$ cat config.mk
export PLATFORM = sky130hd
export DESIGN_NAME = icache_response_stage_flat
export DESIGN_NICKNAME = d
export VERILOG_FILES = /design/src/rtl/icache_response_stage_if.sv /design/src/rtl/icache_response_stage.sv /design/src/flat_wrapper.sv
export SDC_FILE = /design/constraint.sdc
export NUM_CORES = 1
export LEC_CHECK = 0
export BUFFER_PORTS_ARGS = -buffer_cell sky130_fd_sc_hd__buf_2
export CAP_MARGIN = 5
export CORE_AREA = 2 2 359 361
export DETAILED_ROUTE_END_ITERATION = 12
export DIE_AREA = 0 0 361 363
export PLACE_DENSITY_LB_ADDON = 0.05
export SETUP_SLACK_MARGIN = 0.05
export SLEW_MARGIN = 20
export SYNTH_ARGS = -nofsm -noshare
export SYNTH_HDL_FRONTEND = slang
export SYNTH_SLANG_ARGS = --single-unit
$ cat constraint.sdc
create_clock -name clk -period 4.3 [get_ports clk]
set_clock_uncertainty 0.05 [all_clocks]
set_input_delay 0.645 -clock clk [delete_from_list [all_inputs] [get_ports clk]]
set_output_delay 0.645 -clock clk [all_outputs]
set_load 0.02 [all_outputs]
$ cat src/rtl/icache_response_stage_if.sv
// Bundle between the allocate stage, the response stage, fetch and the cache arrays.
// The response stage uses the slave view; whatever drives it uses the master view.
interface icache_response_stage_if #(
  parameter int SETS = 16
);
  localparam int S = $clog2(SETS);
  localparam int T = 27 - S;

  logic         read_stall;
  logic         alloc_valid;
  logic         alloc_cache_hit;
  logic [1:0]   alloc_hit_way;
  logic [255:0] alloc_rdata;
  logic [4:0]   alloc_offset;
  logic [S-1:0] alloc_set;
  logic [T-1:0] alloc_tag;
  logic         flush;
  logic         fetch_ready;

  logic         resp_valid;
  logic [31:0]  resp_rdata;
  logic [31:0]  resp_addr;
  logic         stage_stall;
  logic         arr_we;
  logic [1:0]   arr_way;
  logic [S-1:0] arr_set;
  logic [T-1:0] arr_tag;
  logic [255:0] arr_wdata;
  logic         fwd_valid;
  logic [T-1:0] fwd_tag;
  logic [S-1:0] fwd_set;
  logic [255:0] fwd_line;

  modport slave (
    input  read_stall, alloc_valid, alloc_cache_hit, alloc_hit_way, alloc_rdata,
           alloc_offset, alloc_set, alloc_tag, flush, fetch_ready,
    output resp_valid, resp_rdata, resp_addr, stage_stall, arr_we, arr_way, arr_set,
           arr_tag, arr_wdata, fwd_valid, fwd_tag, fwd_set, fwd_line
  );

  modport master (
    output read_stall, alloc_valid, alloc_cache_hit, alloc_hit_way, alloc_rdata,
           alloc_offset, alloc_set, alloc_tag, flush, fetch_ready,
    input  resp_valid, resp_rdata, resp_addr, stage_stall, arr_we, arr_way, arr_set,
           arr_tag, arr_wdata, fwd_valid, fwd_tag, fwd_set, fwd_line
  );
endinterface

$ cat src/rtl/icache_response_stage.sv
// Last icache pipeline stage: registers the allocated line, returns the fetch word,
// writes missed lines into the arrays and keeps per-set tree-PLRU plus a forward line.
module icache_response_stage #(
  parameter int SETS = 16
) (
  input logic                    clk,
  input logic                    rst_n,
  icache_response_stage_if.slave bus
);
  localparam int S = $clog2(SETS);
  localparam int T = 27 - S;

  logic         valid_q;
  logic         killed_q;
  logic         fill_q;
  logic [1:0]   way_q;
  logic [255:0] rdata_q;
  logic [2:0]   word_q;
  logic [S-1:0] set_q;
  logic [T-1:0] tag_q;
  logic         fwd_valid_q;
  logic [T-1:0] fwd_tag_q;
  logic [S-1:0] fwd_set_q;
  logic [255:0] fwd_line_q;
  logic [2:0]   plru_q [SETS];

  logic         resp_valid;
  logic         stall;
  logic         load;
  logic         bubble;
  logic         fill_d;
  logic [2:0]   plru_cur;
  logic [2:0]   plru_d;
  logic [1:0]   victim;
  logic [1:0]   access_way;
  logic [1:0]   unused_offset;

  assign resp_valid    = valid_q && !killed_q;
  assign stall         = resp_valid && !bus.fetch_ready;
  assign load          = !bus.read_stall && !stall;
  assign bubble        = bus.read_stall && !stall;
  assign fill_d        = load && bus.alloc_valid && !bus.alloc_cache_hit;
  assign unused_offset = bus.alloc_offset[1:0];
  assign plru_cur      = plru_q[bus.alloc_set];

  // Victim selection and PLRU touch; a miss touches the way it is about to fill.
  always_comb begin
    victim     = plru_cur[0] ? {1'b1, plru_cur[2]} : {1'b0, plru_cur[1]};
    access_way = bus.alloc_cache_hit ? bus.alloc_hit_way : victim;
    plru_d     = plru_cur;
    case (access_way)
      2'd0: begin plru_d[0] = 1'b1; plru_d[1] = 1'b1; end
      2'd1: begin plru_d[0] = 1'b1; plru_d[1] = 1'b0; end
      2'd2: begin plru_d[0] = 1'b0; plru_d[2] = 1'b1; end
      default: begin plru_d[0] = 1'b0; plru_d[2] = 1'b0; end
    endcase
  end

  always_ff @(posedge clk or negedge rst_n) begin
    if (!rst_n) begin
      valid_q     <= 1'b0;
      killed_q    <= 1'b0;
      fill_q      <= 1'b0;
      way_q       <= '0;
      rdata_q     <= '0;
      word_q      <= '0;
      set_q       <= '0;
      tag_q       <= '0;
      fwd_valid_q <= 1'b0;
      fwd_tag_q   <= '0;
      fwd_set_q   <= '0;
      fwd_line_q  <= '0;
    end else begin
      fill_q <= fill_d;
      if (load) begin
        valid_q  <= bus.alloc_valid;
        killed_q <= 1'b0;
        way_q    <= access_way;
        rdata_q  <= bus.alloc_rdata;
        word_q   <= bus.alloc_offset[4:2];
        set_q    <= bus.alloc_set;
        tag_q    <= bus.alloc_tag;
      end else if (bubble) begin
        valid_q  <= 1'b0;
        killed_q <= 1'b0;
      end else if (bus.flush && valid_q) begin
        killed_q <= 1'b1;
      end
      // Forward copy becomes visible together with the array write it shadows.
      if (fill_d) begin
        fwd_valid_q <= 1'b1;
        fwd_tag_q   <= bus.alloc_tag;
        fwd_set_q   <= bus.alloc_set;
        fwd_line_q  <= bus.alloc_rdata;
      end
    end
  end

  always_ff @(posedge clk or negedge rst_n) begin
    if (!rst_n) begin
      for (int i = 0; i < SETS; i++) plru_q[i] <= '0;
    end else if (load && bus.alloc_valid) begin
      plru_q[bus.alloc_set] <= plru_d;
    end
  end

  assign bus.resp_valid  = resp_valid;
  assign bus.resp_rdata  = rdata_q[{word_q, 5'b00000} +: 32];
  assign bus.resp_addr   = {tag_q, set_q, word_q, 2'b00};
  assign bus.stage_stall = stall;
  assign bus.arr_we      = fill_q;
  assign bus.arr_way     = way_q;
  assign bus.arr_set     = set_q;
  assign bus.arr_tag     = tag_q;
  assign bus.arr_wdata   = rdata_q;
  assign bus.fwd_valid   = fwd_valid_q;
  assign bus.fwd_tag     = fwd_tag_q;
  assign bus.fwd_set     = fwd_set_q;
  assign bus.fwd_line    = fwd_line_q;
endmodule

$ cat src/flat_wrapper.sv
// flat-port wrapper written by rule: the top's interface ports become plain ports
module icache_response_stage_flat 
#(
  parameter int SETS = 16
)
  (clk, rst_n, bus_read_stall, bus_alloc_valid, bus_alloc_cache_hit, bus_alloc_hit_way, bus_alloc_rdata, bus_alloc_offset, bus_alloc_set, bus_alloc_tag, bus_flush, bus_fetch_ready, bus_resp_valid, bus_resp_rdata, bus_resp_addr, bus_stage_stall, bus_arr_we, bus_arr_way, bus_arr_set, bus_arr_tag, bus_arr_wdata, bus_fwd_valid, bus_fwd_tag, bus_fwd_set, bus_fwd_line);
  icache_response_stage_if #(.SETS(SETS)) bus_i ();
  input logic clk;
  input logic rst_n;
  input wire logic [$bits(bus_i.read_stall)-1:0] bus_read_stall;
  input wire logic [$bits(bus_i.alloc_valid)-1:0] bus_alloc_valid;
  input wire logic [$bits(bus_i.alloc_cache_hit)-1:0] bus_alloc_cache_hit;
  input wire logic [$bits(bus_i.alloc_hit_way)-1:0] bus_alloc_hit_way;
  input wire logic [$bits(bus_i.alloc_rdata)-1:0] bus_alloc_rdata;
  input wire logic [$bits(bus_i.alloc_offset)-1:0] bus_alloc_offset;
  input wire logic [$bits(bus_i.alloc_set)-1:0] bus_alloc_set;
  input wire logic [$bits(bus_i.alloc_tag)-1:0] bus_alloc_tag;
  input wire logic [$bits(bus_i.flush)-1:0] bus_flush;
  input wire logic [$bits(bus_i.fetch_ready)-1:0] bus_fetch_ready;
  output wire logic [$bits(bus_i.resp_valid)-1:0] bus_resp_valid;
  output wire logic [$bits(bus_i.resp_rdata)-1:0] bus_resp_rdata;
  output wire logic [$bits(bus_i.resp_addr)-1:0] bus_resp_addr;
  output wire logic [$bits(bus_i.stage_stall)-1:0] bus_stage_stall;
  output wire logic [$bits(bus_i.arr_we)-1:0] bus_arr_we;
  output wire logic [$bits(bus_i.arr_way)-1:0] bus_arr_way;
  output wire logic [$bits(bus_i.arr_set)-1:0] bus_arr_set;
  output wire logic [$bits(bus_i.arr_tag)-1:0] bus_arr_tag;
  output wire logic [$bits(bus_i.arr_wdata)-1:0] bus_arr_wdata;
  output wire logic [$bits(bus_i.fwd_valid)-1:0] bus_fwd_valid;
  output wire logic [$bits(bus_i.fwd_tag)-1:0] bus_fwd_tag;
  output wire logic [$bits(bus_i.fwd_set)-1:0] bus_fwd_set;
  output wire logic [$bits(bus_i.fwd_line)-1:0] bus_fwd_line;
  assign bus_i.read_stall = bus_read_stall;
  assign bus_i.alloc_valid = bus_alloc_valid;
  assign bus_i.alloc_cache_hit = bus_alloc_cache_hit;
  assign bus_i.alloc_hit_way = bus_alloc_hit_way;
  assign bus_i.alloc_rdata = bus_alloc_rdata;
  assign bus_i.alloc_offset = bus_alloc_offset;
  assign bus_i.alloc_set = bus_alloc_set;
  assign bus_i.alloc_tag = bus_alloc_tag;
  assign bus_i.flush = bus_flush;
  assign bus_i.fetch_ready = bus_fetch_ready;
  assign bus_resp_valid = bus_i.resp_valid;
  assign bus_resp_rdata = bus_i.resp_rdata;
  assign bus_resp_addr = bus_i.resp_addr;
  assign bus_stage_stall = bus_i.stage_stall;
  assign bus_arr_we = bus_i.arr_we;
  assign bus_arr_way = bus_i.arr_way;
  assign bus_arr_set = bus_i.arr_set;
  assign bus_arr_tag = bus_i.arr_tag;
  assign bus_arr_wdata = bus_i.arr_wdata;
  assign bus_fwd_valid = bus_i.fwd_valid;
  assign bus_fwd_tag = bus_i.fwd_tag;
  assign bus_fwd_set = bus_i.fwd_set;
  assign bus_fwd_line = bus_i.fwd_line;
  icache_response_stage #(.SETS(SETS)) u_core (.clk(clk), .rst_n(rst_n), .bus(bus_i));
endmodule
==> After elaboration in Yosys (flattened, before gate mapping) <==
Index checks and enable logic that the tools add are counted.
{ "word_totals": {"input_bits": 297, "out_inout_bits": 636, "reg_bits": 623, "word_cells": 67} }
{ "op_classes": {"n_reduce_logical": 17, "n_mux": 16, "n_eq_ne": 2, "shift": 1, "bitwise": 1, "order_cmp": 2} }
{ "ops": {"columns": ["op", "count"], "rows": [
  ["variable part select 256 x 9 -> 32 bit", 1],
  ["bitwise mux 48 bit", 1],
  ["binary-select mux 3 bit (select 4 bit)", 1],
  ["demux 3 bit (select 4 bit)", 1],
  ["2-to-1 mux 3 bit", 3],
  ["logical AND 1 bit", 8],
  ["2-to-1 mux 1 bit", 6],
  ["greater-or-equal comparator 5 bit (second input constant)", 1],
  ["logical NOT 1 bit", 5],
  ["< comparator 5 x 1 -> 1 bit (second input constant)", 1],
  ["NOT 4 -> 5 bit", 1],
  ["2-to-1 mux 2 bit", 2],
  ["one-hot mux 1 bit (2 select lines)", 2],
  ["nonzero test 3 bit", 1],
  ["== test 2 x 1 -> 1 bit (second input constant)", 1],
  ["== test 2 bit (second input constant)", 1],
  ["logical NOT 2 bit", 1],
  ["nonzero test 2 bit", 1],
  ["OR reduction 2 bit", 1]
]} }

==> Logic depth before layout (Yosys ltp) <==
Gate-level depths: netlist of the first run.
{ "logic_depth": {"ltp_word": 10, "depth_mapped": 8} }

==> Worst setup path after synthesis of the first run <==
Ideal clock, no wire load.
{ "synth_path": {"path_kind": "reg-to-output", "start": "register u_core.word_q[0]", "end": "output bus_resp_rdata[0]", "path_stages_with_launch": 5, "arrival_time_ns": 2.058, "path_slack_ns": 1.547, "path_cell_list": "dfrtp_1 -> clkbuf_1 -> buf_2 -> mux4_2 -> mux2_2"} }
{ "synth_via": {"elab_chain_len": 1} }
{ "synth_rtl": {"columns": ["element", "line", "text"], "rows": [
  ["from (decl)", "icache_response_stage.sv:18", "logic [2:0] word_q;"],
  ["from (signal assigned)", "icache_response_stage.sv:80", "word_q <= bus.alloc_offset[4:2];"],
  ["variable part select 256 x 9 -> 32 bit", "icache_response_stage.sv:108", "assign bus.resp_rdata = rdata_q[{word_q, 5'b00000} +: 32];"],
  ["to (decl)", "flat_wrapper.sv:21", "output wire logic [$bits(bus_i.resp_rdata)-1:0] bus_resp_rdata;"]
]} }
Every way passes these cells.

==> Worst setup path after layout of the first run <==
{ "layout_path": {"start": "register u_core.word_q[1]", "end": "output bus_resp_rdata[17]"} }
The elaborated chain is that of the path after synthesis.

==> results, run 1 <==
- The final critical path takes up 81.4% of the cycle.
- At the later pin of the worst-skew pair, clock insertion delay measures 0.66 ns.
- VDD sags by at most 288 µV.
- The terminating pin of the worst hold path is u_core.bus.arr_wdata[203].
- The via total after detailed routing is 20.1k.
- The die covers 131000 µm².
- The share of async-settable or async-resettable flops after synthesis is 100%.
- Ranked by total cell area, the synthesized netlist is headed by sky130_fd_sc_hd__dfrtp_1 (60%), sky130_fd_sc_hd__mux2_2 (14%), sky130_fd_sc_hd__nand2_1 (12%).
- The xor-xnor portion of the synthesized cell area is 0.135%.
- The dominant synthesized flop cell is sky130_fd_sc_hd__dfrtp_1.
- The via count of the first global-routing pass is 21.3k.
- Post-CTS timing repair inserted 0 buffers for setup.
- STA puts the critical path data arrival time at 2.80 ns.
- The share of the synthesized area in compound gates (AO/OA/AOI/OAI) is 1.21%.
- The number of distinct standard cells referenced by the synthesized netlist is 42.
- Summing the areas of all and, or, nand and nor instances in the mapped netlist gives 13.8% of the synthesized area.
- From synthesis to final layout, the design area changed by 35.6%.
- The cell accounting for the most synthesized area is sky130_fd_sc_hd__dfrtp_1.
- TritonCTS built the clock tree.
- The total global-route track usage is 17.9%.
- The synthesis warning total is 0.
- The DRC marker count from the first detailed-route iteration is 920.
- The congestion estimate from routability-driven global placement came to 0.792.
- The height of the chip is 363 µm.
- For this configuration, the core starts out at a cell density of 20.4%.
- Setup repair after global routing left no endpoint under its margin.
- Entering global routing, the biggest net connects 155 pins.
- The detailed-placement wirelength estimate is 90.6 mm.
- The initialized floorplan defines 131 standard-cell rows.
- The synthesized netlist devotes 0% of its cell area to adder and majority cells.
- The worst hold path passes through 3 cells.
- In the final routed layout, each cell accounts on average for 25.1 µm.
- In this run the most critical hold path is launched from bus_alloc_rdata[203].
- The total number of H-tree levels is 3.
- The initial antenna violation count came to 29.
- The length in cells of the worst reg-to-reg path is 6.
- The register bit total from synthesis is 623.
- The number of failing hold endpoints at the final stage came to 0.
- The mux share of post-synthesis cell area is 21.7%.
- The count of filler cells inserted in the layout is 13.5k.
- CTS saw 623 sinks.
- Of the cells placed in the final design, the portion with a size suffix greater than 1 is 48.3%.
- In this run the remaining antenna-violating nets after routing total 0.
- STA classifies the critical path endpoint as an output port.
- The first TritonRoute pass finished after 6 iterations.
- The number of setup violations in the final report is 0.
- The highest fanout seen on the critical path is 17.
- The detailed-route vias per instance is 4.19.
- The count of flip-flops with a built-in enable after synthesis is 0.
- The achievable clock frequency is 286 MHz.
- The synthesized instance count is 2174.
- STA classifies the critical path startpoint as a register.
- The flow ran to the end, and the final reports show no timing, DRC or antenna violations.
- The worst hold path belongs to the class in -> reg.
- The multi-input gate area in the final layout is 9580 µm².
- The quantity of I/O buffers inserted on ports is 928.
- The number of DRC violations after detailed routing is 0.
- The total wirelength of the detailed-routed design is 120 mm.
- The average instance area after synthesis is 11.9 µm².
- Measured along the x axis, the die boundary spans 361 µm.
- Clock tree synthesis selected as its root buffer the cell sky130_fd_sc_hd__clkbuf_16.
- The required time of the critical path is 3.61 ns.
- The endpoint identified for the worst register-to-register timing path is u_core.bus.arr_wdata[105].
- Counting tap cells, the placed design contains a total of 4644 instances.
- The minimum clock period after layout is 3.50 ns.
- The tool flagged a number of max-cap violations equal to 0.
- Buffers inserted to repair hold after CTS numbered 1.
- The I/O pin count is 933.
- The first global-routing pass estimated 168 mm of wire.
- The summed instance area of the synthesized netlist is 26000 µm².
- In the final design database the tool counted 3366 nets.
- The region available for standard cell placement spans 127000 µm².
- For the pin with the worst max-slew slack, the measured transition is 1.15 ns.
- The sequential-to-total area share from yosys stat is 60.0%.
- The quantity of gates resized following cts is 0.
- In this run the deepest clock path goes through 3 buffers.
- The max-slew violation count is 0.
- The synthesized design devotes to its leading area cell type 60.0% of total area.
- The remaining max-slew budget at the tightest pin is 23.5%.
- The sequential cells in the finished layout cover a total of 15600 µm².
- The startpoint of the lowest-slack register-to-register path is u_core.valid_q.
- In this run the static leakage power is 17.5 nW.
- Across all register-to-register paths, the minimum setup slack is 1.63 ns.
- After the flow finishes, the layout carries non-filler instances totaling 4797.
- The total CTS buffers is 84.
- The aggregate global routing overflow is 0.
- Adding up every negative setup slack in the final design gives 0 ns.
- The total power density per cell area is 578 nW/µm².
- After clock tree synthesis, the clock-pin slew on the worst setup and hold paths is 0.06 ns.
- The path type of the worst setup path is reg -> out.
- The main combinational cell family by area after synthesis is multiplexers.
## placed cells by master (no fill, tap or decap), drive strengths merged, types with 11 or more instances in the layout
| cell type | n |
|---|---|
| a31oi | 16 |
| clkbuf | 127 |
| dfrtp | 623 |
| nand2 | 863 |
| nor3 | 12 |
| clkinv | 17 |
| mux2i | 11 |
| buf | 962 |
| a21oi | 17 |
| mux4 | 76 |
| mux2 | 331 |
| nor2 | 36 |
## logic make-up (layout without fill, tap and decap cells)
group / after synthesis / in the layout
muxes: 418 / 418
and+or+nand+nor: 931 / 931
other: 1 / 5
buffers and inverters: 157 / 1114
AOI/OAI and AO/OA: 40 / 40
DFF: 623 / 623
xor gates and xnor gates: 4 / 4
## cells in the mapped netlist (3+ instances only)
library cell and number:
sky130_fd_sc_hd__mux4_2 69, sky130_fd_sc_hd__buf_1 3, sky130_fd_sc_hd__nor2_1 36, sky130_fd_sc_hd__buf_2 43, sky130_fd_sc_hd__buf_4 31, sky130_fd_sc_hd__nor4_1 3, sky130_fd_sc_hd__a21oi_2 10, sky130_fd_sc_hd__mux2_2 331
sky130_fd_sc_hd__nor3_1 12, sky130_fd_sc_hd__mux2i_4 4, sky130_fd_sc_hd__mux4_1 7, sky130_fd_sc_hd__a21oi_1 7, sky130_fd_sc_hd__buf_6 9, sky130_fd_sc_hd__nand2_1 863, sky130_fd_sc_hd__clkbuf_1 68, sky130_fd_sc_hd__dfrtp_1 623
sky130_fd_sc_hd__mux2i_1 6, sky130_fd_sc_hd__a31oi_1 16, sky130_fd_sc_hd__nand3b_1 3
## per-layer routing
metal | wire (µm) | part of all wire [%] | GRT usage, % | up-vias
met5 | 126 | 0.10 | 0 | -
met4 | 3760 | 3.1 | 5.92 | 22
met3 | 7840 | 6.5 | 4.78 | 191
met2 | 63100 | 52 | 33.0 | 699
met1 | 45500 | 38 | 19.8 | 10200
li1 | - | - | - | 8997
## power breakdown
part / internal [mW] / switching (mW)
clock: 4.26 / 2.89
combinational: 1.98 / 3.56
sequential: 6.94 / 0.718
## state kept, by name (all words and copies together), names as in the netlist
register	flops
u_core.bus.arr_wdata	256
u_core.bus.arr_way	2
u_core.bus.fwd_line	256
u_core.bus.fwd_tag	23
u_core.valid_q	1
u_core.plru_q	48
u_core.bus.arr_set	4
u_core.bus.arr_tag	23
u_core.killed_q	1
u_core.word_q	3
u_core.bus.arr_we	1
u_core.bus.fwd_set	4
u_core.bus.fwd_valid	1
## worst max-delay path: stages (launching register included)
cell and delay (ns):
sky130_fd_sc_hd__dfrtp_4 0.70, sky130_fd_sc_hd__buf_4 0.45, sky130_fd_sc_hd__mux4_2 0.48, sky130_fd_sc_hd__mux2_2 0.30, sky130_fd_sc_hd__buf_2 0.17
## final cells by class
class                           instances  area share, %
Tap cell                             1662           5.91
Inverter                                2         0.0213
Clock inverter                         22           1.02
Sequential cell                       623           44.3
Clock buffer                          127           6.97
Antenna cell                            3         0.0213
Timing Repair Buffer                  963           14.5
Multi-Input combinational cell       1395           27.2
## metrics by stage
stage	hold slack, ns	cell area (µm²)	total power [mW]	utilization [%]	setup WS, ns
floorplan	0.299	26000	10.7	-	1.55
global placement	0.396	32400	13.4	25.5	0.738
detailed placement	0.403	32400	13.5	25.5	0.745
CTS	0.0538	35200	20.8	27.7	0.649
global route	0.103	35200	21.4	27.7	0.686
finish	0.136	35200	20.3	27.7	0.801
## worst max-delay path by stage
stage / slack (ns) / cells after the start / start / end
floorplan: 1.55 / 4 / u_core.word_q[0] / bus_resp_rdata[0]
global route: 0.69 / 4 / u_core.word_q[1] / bus_resp_rdata[17]
CTS: 0.65 / 4 / u_core.word_q[1] / bus_resp_rdata[17]
global placement: 0.74 / 7 / bus_alloc_set[1] / u_core.plru_q[35]
finish: 0.80 / 4 / u_core.word_q[1] / bus_resp_rdata[17]
detailed placement: 0.74 / 7 / bus_alloc_set[1] / u_core.plru_q[35]
Power figures use the tool's default switching activity.
==> inputs of run 2 (changes only) <==
Clock period 4.3 ns to 3.4 ns, I/O delays scaled along.
==> run 2 against run 1 <==
Effect of this change: worst setup slack worse by 0.61 ns; core utilization up 1.7 points; largest power group unchanged; critical path type unchanged; highest routed layer unchanged; combinational power up 31%.
==> results, run 2 (synthesis results as in run 1) <==
- The run finished with clean final reports.
- The number of failing hold endpoints at the final stage was 0.
- The I/O pin count is 933.
- For this run, the post-layout net count is 3587.
- In this run the worst path has a maximum fanout of 18.
- The total wirelength of the detailed-routed design is 122 mm.
- The type of element capturing the critical path is an output port.
- Fill cells in the final layout number 13.4k.
- STA classifies the critical path startpoint as a register.
- The remaining max-slew budget at the tightest pin is 45.7%.
- At the pin with the least slew margin, the transition time is 0.815 ns.
- The wire length of the first global-routing pass is 172 mm.
- The number of buffers on the longest clock path is 3.
- The signal on the critical path passes through buf_4 > buf_12 > mux4_2 > mux2_2 > buf_2.
- The number of DRC violations after detailed routing is 0.
- In the global route stage, met2 resource usage came out at 33.7%.
- The pin count of the biggest net entering global routing is 127.
- Power comes to 25.7 mW.
- The insertion delay of the later-clocked pin in the worst-skew pair is 0.65 ns.
- Once detail routing completed, the nets flagged for antenna violations numbered 0.
- The number of setup violations in the final report is 0.
- Counting both buffers and inverters, the worst setup path holds a total of 3.
- Dividing the detail-routed via count by the number of cells gives 4.16.
- The signed area change from the synthesized netlist to the final layout is 43.8%.
- The area of the core is 127000 µm².
- The slowest stage of the critical path belongs to the cell sky130_fd_sc_hd__mux4_2.
- The arrival time of the worst setup path is 2.65 ns.
- The leakage power figure is 18.5 nW.
- The max-slew violation count is 0.
- Once the floorplan was initialized, standard cells occupied 20.4% of the core.
- The total number of H-tree levels is 3.
- The aggregate global routing overflow is 0.
- In the layout the commonest cells are sky130_fd_sc_hd__buf_2 (927), sky130_fd_sc_hd__nand2_1 (863), sky130_fd_sc_hd__dfrtp_1 (620).
- The cell family with the largest share of critical-path delay is multiplexers.
- The cell sitting at the root of the clock tree is a sky130_fd_sc_hd__clkbuf_16.
- The share of layout cells above drive strength 1 is 46.4%.
- The library cell used most frequently in the layout, excluding fill and tap cells, is sky130_fd_sc_hd__buf_2.
- Clock-pin slew was measured on the worst setup and hold paths at 0.06 ns.
- Buffers inserted during clock tree synthesis total 81.
- The initial antenna violation count is 5.
- The global routing met1 resource utilization is 19.4%.
- The final weighted congestion in routability-driven placement is 0.808.
- The path type of the worst setup path is reg -> out.
- The TritonCTS clock tree is built.
- The required time of the critical path is 2.84 ns.
- The height of the chip is 363 µm.
- The DRC marker count from the first detailed-route iteration is 1019.
- The worst hold slack is 0.0425 ns.
- In this design, the stage delay of the slowest critical-path cell is 0.66 ns.
- The setup TNS after final layout is 0 ns.
- In this run the most used layer during global routing was met2.
- The via count of the first global-routing pass is 22.4k.
- The total power density per cell area is 688 nW/µm².
- Buffers placed on the I/O ports in this run total 928.
- Setup repair after global routing left no endpoint under its margin.
- The met3 track utilization from global routing is 5.36%.
- The number of cell rows is 131.
- The worst hold-check path type is in -> reg.
- The count of clock tree sinks is 623.
- The part of the cycle the worst path needs is 94.4%.
- Across the run, the number of max-cap violations was 0.
- The number of detailed-routing iterations run before antenna repair is 4.
- Once detailed placement completed, the half-perimeter wirelength came to 92.4 mm.
- After layout, the minimum clock period comes to 3.21 ns.
- The total global-route track usage is 18.2%.
- The maximum resistive drop on vdd is 326 µV.
- Timing would allow up to 312 MHz.
- The floorplan step set the die width to 361 µm.
- The floorplan step defined a die boundary enclosing 131000 µm².
- Summing over every cut layer, the via total after detailed routing is 20.9k.
- In the final routed layout, each cell accounts on average for 24.3 µm.
==> run 2: cell count changes in the layout (fill, tap and decap cells not counted), moves of 3 or more <==
cell	previous run	this run
sky130_fd_sc_hd__buf_12	16	26
sky130_fd_sc_hd__buf_4	18	45
sky130_fd_sc_hd__clkbuf_1	25	17
sky130_fd_sc_hd__clkbuf_16	85	82
sky130_fd_sc_hd__clkinv_16	4	0
sky130_fd_sc_hd__clkinv_2	11	16
sky130_fd_sc_hd__dlygate4sd3_1	1	187
sky130_fd_sc_hd__inv_6	0	3
==> run 2: power breakdown <==
| part | switching, mW | internal (mW) | leakage [nW] | total, mW |
|---|---|---|---|---|
| clock network | 3.58 | 5.15 | 1.33 | 8.73 |
| registers | 0.896 | 8.77 | 7.51 | 9.67 |
| logic | 4.57 | 2.71 | 9.63 | 7.28 |
| total | 9.05 | 16.6 | 18.5 | 25.7 |
==> run 2: layer usage <==
metal	vias to the layer above	routed length (µm)
li1	9462	-
met1	10500	44800
met2	691	64100
met3	171	8620
met4	6	4450
met5	-	38
==> run 2: path summary, 6_finish.rpt <==
| check | from | end | slack (ns) | cells past startpoint |
|---|---|---|---|---|
| worst max-delay path | u_core.word_q[0] | bus_resp_rdata[0] | 0.19 | 5 |
| worst min register to register | u_core.bus.fwd_valid | u_core.bus.fwd_valid | 0.42 | 1 |
| worst max register to register | u_core.killed_q | u_core.bus.arr_wdata[41] | 0.75 | 5 |
| worst min-delay path | bus_alloc_rdata[115] | u_core.bus.arr_wdata[115] | 0.04 | 3 |
| min in group asynchronous | rst_n | u_core.bus.fwd_line[78] | 0.33 | 2 |
| max in group asynchronous | rst_n | u_core.word_q[0] | 1.85 | 4 |
==> run 2: area by class of cell <==
class	instances	area, µm²	area share, %
diodes	2	5.00	0.0134
clock buffers	117	2360	6.33
clock inverters	29	312	0.834
inverters	2	7.51	0.0201
multi-input cells	1395	9580	25.7
flip-flops and latches	623	15600	41.8
well taps	1662	2080	5.57
repair buffers	1187	7400	19.8
==> run 2: repair_timing <==
item / 4_1_cts / 5_1_grt
hold buffers: 187 / 0
gates resized for setup: 1 / 0
endpoints found under the hold margin: 269 / 0
buffers inserted: 7 / 0
setup endpoints to repair: 30 / 0
==> run 2: stage by stage <==
stage / cells / utilization [%] / instance area, µm² / worst slack [ns]
floorplan: 2175 / - / 26000 / 0.782
CTS: 5015 / 29.4 / 37300 / 0.0854
global route: 5016 / 29.4 / 37300 / 0.0984
finish: 5017 / 29.4 / 37300 / 0.191
global placement: 4675 / 25.7 / 32700 / 0.166
detailed placement: 4675 / 25.7 / 32700 / 0.147
==> run 2: worst min-delay path, stage by stage <==
cell and delay, ns:
sky130_fd_sc_hd__buf_2 0.10, sky130_fd_sc_hd__nand2_1 0.05, sky130_fd_sc_hd__nand2_1 0.05
